$ cat src/rtl/lc3_mem_arbiter.sv
// Shares the single LC-3 memory port between the CPU (MIO) path and a DMA port.
// Each access holds mem_en for WAIT_CYCLES cycles. Define LC3_ARB_ROUND_ROBIN_EN for round-robin arbitration.
module lc3_mem_arbiter #(
    parameter int ADDR_W      = 16,
    parameter int DATA_W      = 16,
    parameter int WAIT_CYCLES = 2
) (
    input  logic              clk,
    input  logic              reset,
    input  logic              cpu_req,
    input  logic              cpu_we,
    input  logic [ADDR_W-1:0] cpu_addr,
    input  logic [DATA_W-1:0] cpu_wdata,
    output logic [DATA_W-1:0] cpu_rdata,
    output logic              cpu_r,
    input  logic              dma_req,
    input  logic              dma_we,
    input  logic [ADDR_W-1:0] dma_addr,
    input  logic [DATA_W-1:0] dma_wdata,
    output logic [DATA_W-1:0] dma_rdata,
    output logic              dma_ack,
    output logic              mem_en,
    output logic              mem_we,
    output logic [ADDR_W-1:0] mem_addr,
    output logic [DATA_W-1:0] mem_wdata,
    input  logic [DATA_W-1:0] mem_rdata,
    output logic              busy
);

    generate
        if (WAIT_CYCLES < 1 || WAIT_CYCLES > 15) begin : g_bad_wait
            $error("lc3_mem_arbiter: WAIT_CYCLES must be in 1..15");
        end
    endgenerate

    localparam logic [3:0] WAIT_INIT = 4'(WAIT_CYCLES - 1);

    typedef enum logic [1:0] {
        IDLE   = 2'd0,
        ACCESS = 2'd1,
        DONE   = 2'd2
    } state_t;

    state_t            state_q;
    logic [3:0]        cnt_q;
    logic              grant_dma_q;
    logic              grant_dma_d;
    logic              mem_en_q;
    logic              mem_we_q;
    logic [ADDR_W-1:0] mem_addr_q;
    logic [DATA_W-1:0] mem_wdata_q;
    logic [DATA_W-1:0] cpu_rdata_q;
    logic [DATA_W-1:0] dma_rdata_q;
    logic              cpu_r_q;
    logic              dma_ack_q;

`ifdef LC3_ARB_ROUND_ROBIN_EN
    logic              last_dma_q;

    // On contention the side that did not win last time goes first.
    always_comb begin
        grant_dma_d = dma_req && (!cpu_req || !last_dma_q);
    end
`else
    always_comb begin
        grant_dma_d = dma_req && !cpu_req;
    end
`endif

    always_ff @(posedge clk) begin
        if (!reset) begin
            state_q     <= IDLE;
            cnt_q       <= 4'd0;
            grant_dma_q <= 1'b0;
            mem_en_q    <= 1'b0;
            mem_we_q    <= 1'b0;
            mem_addr_q  <= '0;
            mem_wdata_q <= '0;
            cpu_rdata_q <= '0;
            dma_rdata_q <= '0;
            cpu_r_q     <= 1'b0;
            dma_ack_q   <= 1'b0;
`ifdef LC3_ARB_ROUND_ROBIN_EN
            last_dma_q  <= 1'b1;
`endif
        end else begin
            cpu_r_q   <= 1'b0;
            dma_ack_q <= 1'b0;
            case (state_q)
                IDLE: begin
                    if (cpu_req || dma_req) begin
                        grant_dma_q <= grant_dma_d;
                        mem_en_q    <= 1'b1;
                        mem_we_q    <= grant_dma_d ? dma_we    : cpu_we;
                        mem_addr_q  <= grant_dma_d ? dma_addr  : cpu_addr;
                        mem_wdata_q <= grant_dma_d ? dma_wdata : cpu_wdata;
                        cnt_q       <= WAIT_INIT;
                        state_q     <= ACCESS;
`ifdef LC3_ARB_ROUND_ROBIN_EN
                        last_dma_q  <= grant_dma_d;
`endif
                    end else begin
                        mem_en_q    <= 1'b0;
                        mem_we_q    <= 1'b0;
                        mem_addr_q  <= '0;
                        mem_wdata_q <= '0;
                    end
                end
                ACCESS: begin
                    if (cnt_q == 4'd0) begin
                        // Memory data is only valid on the last enabled cycle.
                        if (!mem_we_q) begin
                            if (grant_dma_q) dma_rdata_q <= mem_rdata;
                            else             cpu_rdata_q <= mem_rdata;
                        end
                        mem_en_q <= 1'b0;
                        mem_we_q <= 1'b0;
                        if (grant_dma_q) dma_ack_q <= 1'b1;
                        else             cpu_r_q   <= 1'b1;
                        state_q  <= DONE;
                    end else begin
                        cnt_q <= cnt_q - 4'd1;
                    end
                end
                DONE: begin
                    state_q <= IDLE;
                end
                default: begin
                    state_q <= IDLE;
                end
            endcase
        end
    end

    assign cpu_rdata = cpu_rdata_q;
    assign dma_rdata = dma_rdata_q;
    assign cpu_r     = cpu_r_q;
    assign dma_ack   = dma_ack_q;
    assign mem_en    = mem_en_q;
    assign mem_we    = mem_we_q;
    assign mem_addr  = mem_addr_q;
    assign mem_wdata = mem_wdata_q;
    assign busy      = (state_q != IDLE);

endmodule

$ cat config.mk
export PLATFORM = sky130hd
export DESIGN_NAME = lc3_mem_arbiter
export DESIGN_NICKNAME = d
export VERILOG_FILES = /design/src/rtl/lc3_mem_arbiter.sv
export SDC_FILE = /design/constraint.sdc
export NUM_CORES = 1
export LEC_CHECK = 0
export CAP_MARGIN = 20
export CORE_MARGIN = 1.5
export CORE_UTILIZATION = 40
export DETAILED_ROUTE_END_ITERATION = 6
export DONT_BUFFER_PORTS = 1
export GPL_TIMING_DRIVEN = 1
export PLACE_DENSITY_LB_ADDON = 0.1
export SETUP_SLACK_MARGIN = 0.1
export SYNTH_ARGS = -nofsm -noshare
export SYNTH_HDL_FRONTEND = slang
export SYNTH_SLANG_ARGS = --single-unit
$ cat constraint.sdc
create_clock -name clk -period 4.7 [get_ports clk]
set_clock_uncertainty 0.2 [all_clocks]
set_input_delay 1.41 -clock clk [delete_from_list [all_inputs] [get_ports clk]]
set_output_delay 1.41 -clock clk [all_outputs]
set_load 0.05 [all_outputs]
# After elaboration in Yosys (flattened, before gate mapping)
# Index checks and enable logic that the tools add are counted.
# W data, S select, Z words.
[totals] romBits=0 mem_bits_rw=0 n_memories=0 latch_bits=0 regBits=75 in_bits=86 word_cells=50
[classes] shift=0 eq_ne=4 reduce_logical=14 div=0 order_cmp=0 mul=0 addsub=1 n_mux=18 bitwise_logic=2
[ops] cell="$mux W16" count=4
[ops] cell="$mux W4" count=2
[ops] cell="$pmux W4 S2" count=1
[ops] cell="$reduce_and A4 Y1" count=2
[ops] cell="$mux W1" count=6
[ops] cell="$ne A2 B2 Y1 const B" count=3
[ops] cell="$reduce_and A2 Y1" count=3
[ops] cell="$reduce_and A3 Y1" count=2
[ops] cell="$logic_not A4 Y1" count=1
[ops] cell="$mux W2" count=2
[ops] cell="$pmux W1 S2" count=2
[ops] cell="$pmux W2 S2" count=1
[ops] cell="$reduce_bool A2 Y1" count=2
[ops] cell="$sub A4 B1 Y4 const B" count=1
[ops] cell="$eq A2 B1 Y1 const B" count=1
[ops] cell="$logic_not A2 Y1" count=1
[ops] cell="$not A1 Y1" count=2
[ops] cell="$logic_and A1 B1 Y1" count=1
[ops] cell="$logic_not A1 Y1" count=1
[ops] cell="$logic_or A1 B1 Y1" count=1

# Depth between registers and ports, before layout
# Gate-level depths: netlist (run 1).
[depth] ltp_word=5 ltp_mapped=7

# Worst setup path after synthesis (run 1)
# OpenSTA, ideal clock, no wires.
[synth_timing] path_type="register to output" startpoint="reg state_q[1]" endpoint="out busy" stages_incl_launch_ff=4 n_path_buf=1 arrival_time_ps=1218 required_ps=3090 path_slack_ps=1872 path_cell_list="dfxtp_1 nor2_1 inv_1 clkbuf_1"
[synth_via] elab_chain_len=1
[synth_rtl] element="from (decl)" line_no="44" source="state_t state_q;"
[synth_rtl] element="from (signal assigned)" line_no="72" source="state_q <= IDLE;"
[synth_rtl] element="from (signal assigned)" line_no="98" source="state_q <= ACCESS;"
[synth_rtl] element="from (signal assigned)" line_no="120" source="state_q <= DONE;"
[synth_rtl] element="$reduce_bool A2 Y1" line_no="143" source="assign busy = (state_q != IDLE);"
[synth_rtl] element="to (decl)" line_no="27" source="output logic busy"
# Every way passes these cells.

# Worst setup path in the final report (run 1)
# Ends and elaborated chain as after synthesis.

==> results.json, run 1 <==
{
  "run_status": "complete, no violations",
  "die_area_um2": 8840,
  "final_area_um2": 3580,
  "drcViolationCount": 0,
  "synth.ff_latch_count": 75,
  "synth_area_leader_cell": "sky130_fd_sc_hd__dfxtp_1",
  "fp-row-count": 33,
  "layout.nets": 452,
  "synthesis.area_per_instance_um2": 8.60,
  "pin_count_of_the_biggest_net_entering_global_routing": 76,
  "worstSetupPathType": "reg2out",
  "final.setup.tns_ps": 0,
  "finalNonFillerCells": 473,
  "irDropWorstVdd_uv": 202,
  "layout_worst_path_cycle_share_pct": 65.2,
  "ctsHtreeMaxLevel": 3,
  "port_buffers": 0,
  "multi_input_comb_area_um2": 1640,
  "ys.flop_type": "sky130_fd_sc_hd__dfxtp_1",
  "via_count_of_the_first_global_routing_pass": 2677,
  "mapped_cells": 385,
  "cts_inserted_buffers": 9,
  "vias_per_cell": 5.80,
  "num_clock_sinks": 75,
  "slowest_stage": "sky130_fd_sc_hd__nor2_1",
  "critical_path.endpoint_type": "primary output",
  "netSwitchingFraction_pct": 35.6,
  "wire_per_inst_um": 18.6,
  "io-pin-count": 155,
  "sequentialPowerShare_pct": 52.4,
  "number_of_distinct_library_cells_after_synthesis": 36,
  "min_path_type": "reg2reg",
  "seq_area_frac_synth_pct": 45.3,
  "wl_met2_um": 3970,
  "met3_length_um": 791,
  "syn-num-nets": 473,
  "power.switching_w": 0.000596,
  "num_antenna_cells": 0,
  "ant_nets": 0,
  "relative_max_transition_margin_pct": 40.8,
  "postRouteWirelength_um": 8790,
  "internal_power_w": 0.00108,
  "gpl.final_weighted_congestion": 0.733,
  "cts_post_setup_buffers_inserted": 0,
  "share_of_total_power_in_combinational_logic_pct": 14.7,
  "crit_required_ps": 3090,
  "synth_commonest_cells": "sky130_fd_sc_hd__o21ai_0 (81), sky130_fd_sc_hd__dfxtp_1 (75), sky130_fd_sc_hd__nand2_1 (35), sky130_fd_sc_hd__nand3_1 (33)",
  "share_clk_of_total_power_pct": 32.8,
  "worst_setup_hold_path_clk_slew_ps": 80,
  "hpwlAfterDp_um": 5500,
  "dpl-instance-area_um2": 3330,
  "setup_violations": 0,
  "wirelength_met1_um": 3890,
  "chipHeight_um": 94.0,
  "fmax_mhz": 326,
  "ctsLongestPathBuffers": 2,
  "worst_path_largest_cell_delay_ps": 420,
  "detailed_routing_iterations_pass_1": 4,
  "synth_area_um2": 3310,
  "crit_arrival_ps": 1460,
  "highest_metal_layer_with_signal_wires": "met4",
  "max_slew.worst_pin.slew_ps": 884,
  "async_reset_ff_share_pct": 0,
  "vias": 2744,
  "synth.yosys.warnings": 0,
  "cts_resized": 0,
  "worst_skew_pair.late_latency_ps": 340,
  "timing.final.max_slew_violations": 0,
  "core_area_um2": 8130,
  "critical_path.startpoint_type": "flop",
  "share_of_final_layout_standard_cells_stronger_than_drive_strength_1_pct": 7.34,
  "yosysMostFrequentCell": "sky130_fd_sc_hd__o21ai_0",
  "whs_ps": 302,
  "violation_count_after_the_first_detailed_route_iteration": 143,
  "antenna_found_initial": 0,
  "initial_core_util_pct": 40.7,
  "global_route.overflow_total": 0,
  "dieWidth_um": 94.0,
  "crit_chain": "nor2_1 > inv_1 > buf_4",
  "post-synth-top-area-fraction_pct": 45.3,
  "clockRootBuffer": "sky130_fd_sc_hd__clkbuf_8",
  "synth-edff-count": 0,
  "leakage_power_figure_nw": 1.28,
  "syn_to_final_growth_pct": 7.97,
  "timing.final.hold_violations": 0,
  "fill_cells": 803,
  "max_cap_violations": 0,
  "crit_path_max_fanout": 30,
  "grt_first_pass_wirelength_um": 13600,
  "ctsHoldBuffers": 0,
  "netlist_top_cells_area": "sky130_fd_sc_hd__dfxtp_1 (45%), sky130_fd_sc_hd__o21ai_0 (12%), sky130_fd_sc_hd__a21boi_0 (6.6%), sky130_fd_sc_hd__a22o_1 (6.3%), sky130_fd_sc_hd__nand3_1 (5.0%)",
  "placedCellCount": 457,
  "rsz0062_at_grt": "no",
  "ff_latch_area_um2": 1500,
  "grt.total_usage_pct": 19.9,
  "power_density_nw_per_um2": 468,
  "clock_tree_from_tritoncts": "done",
  "finalWorstPathRequiredPeriod_ps": 3070
}
[cells by family (layout without fill, tap and decap cells)]
kind of cell / count (synthesis) / after routing / share of synthesized area, %
adder cells (fa/ha/maj): 2 / 2 / 0.755
AND/OR/NAND/NOR: 90 / 90 / 14.7
AO/OA/AOI/OAI: 175 / 175 / 33.8
flip-flops: 75 / 75 / 45.3
buffers and inverters: 43 / 26 / 5.44
[worst max-delay path: cells and delay by family, from the launching register on]
kind          cells  cell delay [ps]
simple gates      1              420
buf+inv           2              360
flops             1              320
[path summary, 6_finish.rpt]
| kind | start | slack, ps | end | cells past startpoint |
|---|---|---|---|---|
| max | state_q[1] | 1630 | busy | 3 |
| min reg2reg | cnt_q[1] | 300 | cnt_q[1] | 2 |
| max reg2reg | state_q[0] | 2560 | cpu_rdata[8] | 4 |
| min | cnt_q[1] | 300 | cnt_q[1] | 2 |
[metrics by stage]
stage	utilization [%]	total power [W]	setup WS, ps
floorplan	-	0.00108	1870
global placement	41.0	0.00112	1890
detailed placement	41.0	0.00113	1870
CTS	43.6	0.00168	1570
global route	44.0	0.00176	1450
finish	44.0	0.00167	1630
[layout by cell type (no fill, tap or decap), types with 2 or more instances in the layout]
cell and count:
sky130_fd_sc_hd__a21boi_0 29, sky130_fd_sc_hd__ha_1 2, sky130_fd_sc_hd__clkbuf_8 9, sky130_fd_sc_hd__o21ai_0 81
sky130_fd_sc_hd__nand2_1 35, sky130_fd_sc_hd__a22o_1 24, sky130_fd_sc_hd__nor2_1 3, sky130_fd_sc_hd__o21a_1 2
sky130_fd_sc_hd__dfxtp_1 75, sky130_fd_sc_hd__or4_1 2, sky130_fd_sc_hd__bufinv_16 2, sky130_fd_sc_hd__a211o_1 8
sky130_fd_sc_hd__and2_1 2, sky130_fd_sc_hd__nor4b_4 2, sky130_fd_sc_hd__nand3_1 33, sky130_fd_sc_hd__o21ai_1 10
sky130_fd_sc_hd__o22ai_1 2, sky130_fd_sc_hd__a21boi_1 12, sky130_fd_sc_hd__inv_1 4, sky130_fd_sc_hd__a21oi_1 4
sky130_fd_sc_hd__nor2b_1 2, sky130_fd_sc_hd__or3_1 2, sky130_fd_sc_hd__buf_4 6
[layer usage]
metal / track usage (%) / up-vias
met5: 0 / -
met4: 8.46 / 0
li1: - / 1346
met2: 30.3 / 99
met3: 7.36 / 10
met1: 25.2 / 1289
[registers in the layout (all words and copies together) (netlist names)]
register / count
mem_en: 1
dma_ack: 1
grant_dma_q: 1
mem_wdata: 16
cpu_rdata: 16
cpu_r: 1
cnt_q: 4
mem_addr: 16
state_q: 2
mem_we: 1
dma_rdata: 16
[final cells by class]
type	instances	area share [%]
flip-flops and latches	75	42.0
inverters	4	0.420
clock buffers	9	3.46
multi-input cells	267	45.9
well taps	105	3.67
clock inverters	6	2.52
repair buffers	7	2.03
[power by group through the flow]
stage	logic (W)	registers, W	clock network, W
final	0.000247	0.000878	0.000550
after global routing	0.000279	0.000885	0.000591
after CTS	0.000235	0.000879	0.000565
after detailed placement	0.000234	0.000894	0
after global placement	0.000232	0.000893	0
after floorplan	0.000199	0.000883	0
(Power assumes the default switching activity.)
==> inputs of run 2 (changes only) <==
==> constraint.sdc (replaced) <==
create_clock -name clk -period 2.6 [get_ports clk]
set_clock_uncertainty 0.2 [all_clocks]
set_input_delay 0.78 -clock clk [delete_from_list [all_inputs] [get_ports clk]]
set_output_delay 0.78 -clock clk [all_outputs]
set_load 0.05 [all_outputs]
==> results.json, run 2 (synthesis results as in run 1) <==
{
  "setup_violations": 0,
  "final_area_um2": 3600,
  "vias": 2781,
  "clock_tree_from_tritoncts": "done",
  "die_area_um2": 8840,
  "dpl-instance-area_um2": 3390,
  "critical_path.startpoint_type": "flop",
  "syn_to_final_growth_pct": 8.84,
  "postRouteWirelength_um": 8680,
  "reg2regPathDepth": 4,
  "core_area_um2": 8130,
  "irDropWorstVdd_uv": 402,
  "power_density_nw_per_um2": 838,
  "finalNonFillerCells": 480,
  "crit_chain": "nor2_1 > buf_4 > inv_1",
  "multi_input_comb_area_um2": 1640,
  "layout.nets": 458,
  "layout_common_cells": "sky130_fd_sc_hd__o21ai_0 (81), sky130_fd_sc_hd__dfxtp_1 (75), sky130_fd_sc_hd__nand2_1 (35)",
  "antenna_found_initial": 0,
  "port_buffers": 0,
  "worst_setup_hold_path_clk_slew_ps": 80,
  "ctsLongestPathBuffers": 2,
  "crit_required_ps": 1620,
  "max_slew.worst_pin.slew_ps": 733,
  "dpl_worst_slack_ps": 459,
  "chipHeight_um": 94.0,
  "design_power_total_w": 0.00302,
  "grt.total_usage_pct": 19.5,
  "fmax_mhz": 444,
  "critical_path.endpoint_type": "primary output",
  "via_count_of_the_first_global_routing_pass": 2640,
  "worst_skew_pair.late_latency_ps": 340,
  "gpl.final_weighted_congestion": 0.730,
  "timing.final.ws_setup_ps": 348,
  "worstSetupPathType": "reg2out",
  "slowest_stage": "sky130_fd_sc_hd__inv_1",
  "timing.final.hold_violations": 0,
  "relative_max_transition_margin_pct": 51.1,
  "hpwlAfterDp_um": 5580,
  "timing.final.max_slew_violations": 0,
  "ant_nets": 0,
  "leakage_power_figure_nw": 1.31,
  "cts_resized": 0,
  "max_cap_violations": 0,
  "crit_path_max_fanout": 10,
  "pin_count_of_the_biggest_net_entering_global_routing": 76,
  "violation_count_after_the_first_detailed_route_iteration": 150,
  "fill_cells": 805,
  "ctsHoldBuffers": 0,
  "ctsHtreeMaxLevel": 3,
  "cp.depth": 3,
  "cts_post_setup_buffers_inserted": 0,
  "initial_core_util_pct": 40.7,
  "critPathTopFamily": "buffers and inverters",
  "worst_path_largest_cell_delay_ps": 400,
  "crit_arrival_ps": 1270,
  "min_path_cells": 2,
  "num_clock_sinks": 75,
  "final.setup.tns_ps": 0,
  "vias_per_cell": 5.79,
  "grt_first_pass_wirelength_um": 13500,
  "finalWorstPathRequiredPeriod_ps": 2250,
  "fp-row-count": 33,
  "num_antenna_cells": 0,
  "min_path_type": "reg2reg",
  "cp_num_buf_inv": 2,
  "layout_worst_path_cycle_share_pct": 86.6,
  "wire_per_inst_um": 18.1,
  "final_common_cell": "sky130_fd_sc_hd__o21ai_0",
  "rsz0062_at_grt": "no",
  "drcViolationCount": 0,
  "global_route.overflow_total": 0,
  "detailed_routing_iterations_pass_1": 5,
  "cts_inserted_buffers": 9,
  "dieWidth_um": 94.0,
  "clockRootBuffer": "sky130_fd_sc_hd__clkbuf_8",
  "io-pin-count": 155,
  "placedCellCount": 464,
  "share_of_final_layout_standard_cells_stronger_than_drive_strength_1_pct": 8.80,
  "run_status": "complete, no violations",
  "ff_latch_area_um2": 1500
}
## run 2: cell count changes in the layout (fill, tap and decap cells not counted)
cell | previous run | this run
sky130_fd_sc_hd__buf_16 | 1 | 0
sky130_fd_sc_hd__inv_6 | 1 | 0
sky130_fd_sc_hd__clkinv_4 | 1 | 2
sky130_fd_sc_hd__buf_4 | 6 | 13
sky130_fd_sc_hd__clkbuf_1 | 0 | 1
## run 2: worst paths after layout
| path | startpoint | end | slack, ps |
|---|---|---|---|
| max | state_q[1] | busy | 350 |
| min | cnt_q[1] | cnt_q[1] | 310 |
| max reg2reg | state_q[0] | dma_rdata[4] | 520 |
| min reg2reg | cnt_q[1] | cnt_q[1] | 310 |
## run 2: stage by stage
| stage | util, % | hold WS, ps |
|---|---|---|
| after global placement | 41.6 | 296 |
| after detailed placement | 41.6 | 303 |
| after CTS | 44.3 | 315 |
| after global routing | 44.3 | 328 |
| after floorplan | - | 266 |
| final | 44.3 | 309 |
## run 2: report_power, final
group          internal, W  total [W]  switching, W
Clock             0.000543   0.000983      0.000441
Combinational     0.000175   0.000453      0.000278
Sequential         0.00124    0.00159      0.000346
## run 2: layout make-up
class,instances,area share [%]
multi-input combinational,267,45.5
tap,105,3.64
inverter,4,0.417
sequential,75,41.7
timing repair buffer,13,2.71
clock buffer,10,3.54
clock inverter,6,2.50
## run 2: worst min-delay path, delay by kind of cell, from the launching register on
kind / cells / cell delay [ps]
AO/OA/AOI/OAI: 2 / 140
flip-flops: 1 / 330
## run 2: layer usage
metal	global-route usage, %	up-vias	part of all wire [%]
met2	29.3	95	46
met5	0	-	0
li1	-	1362	-
met1	25.3	1315	44
met3	7.93	9	8.5
met4	6.47	0	1.1
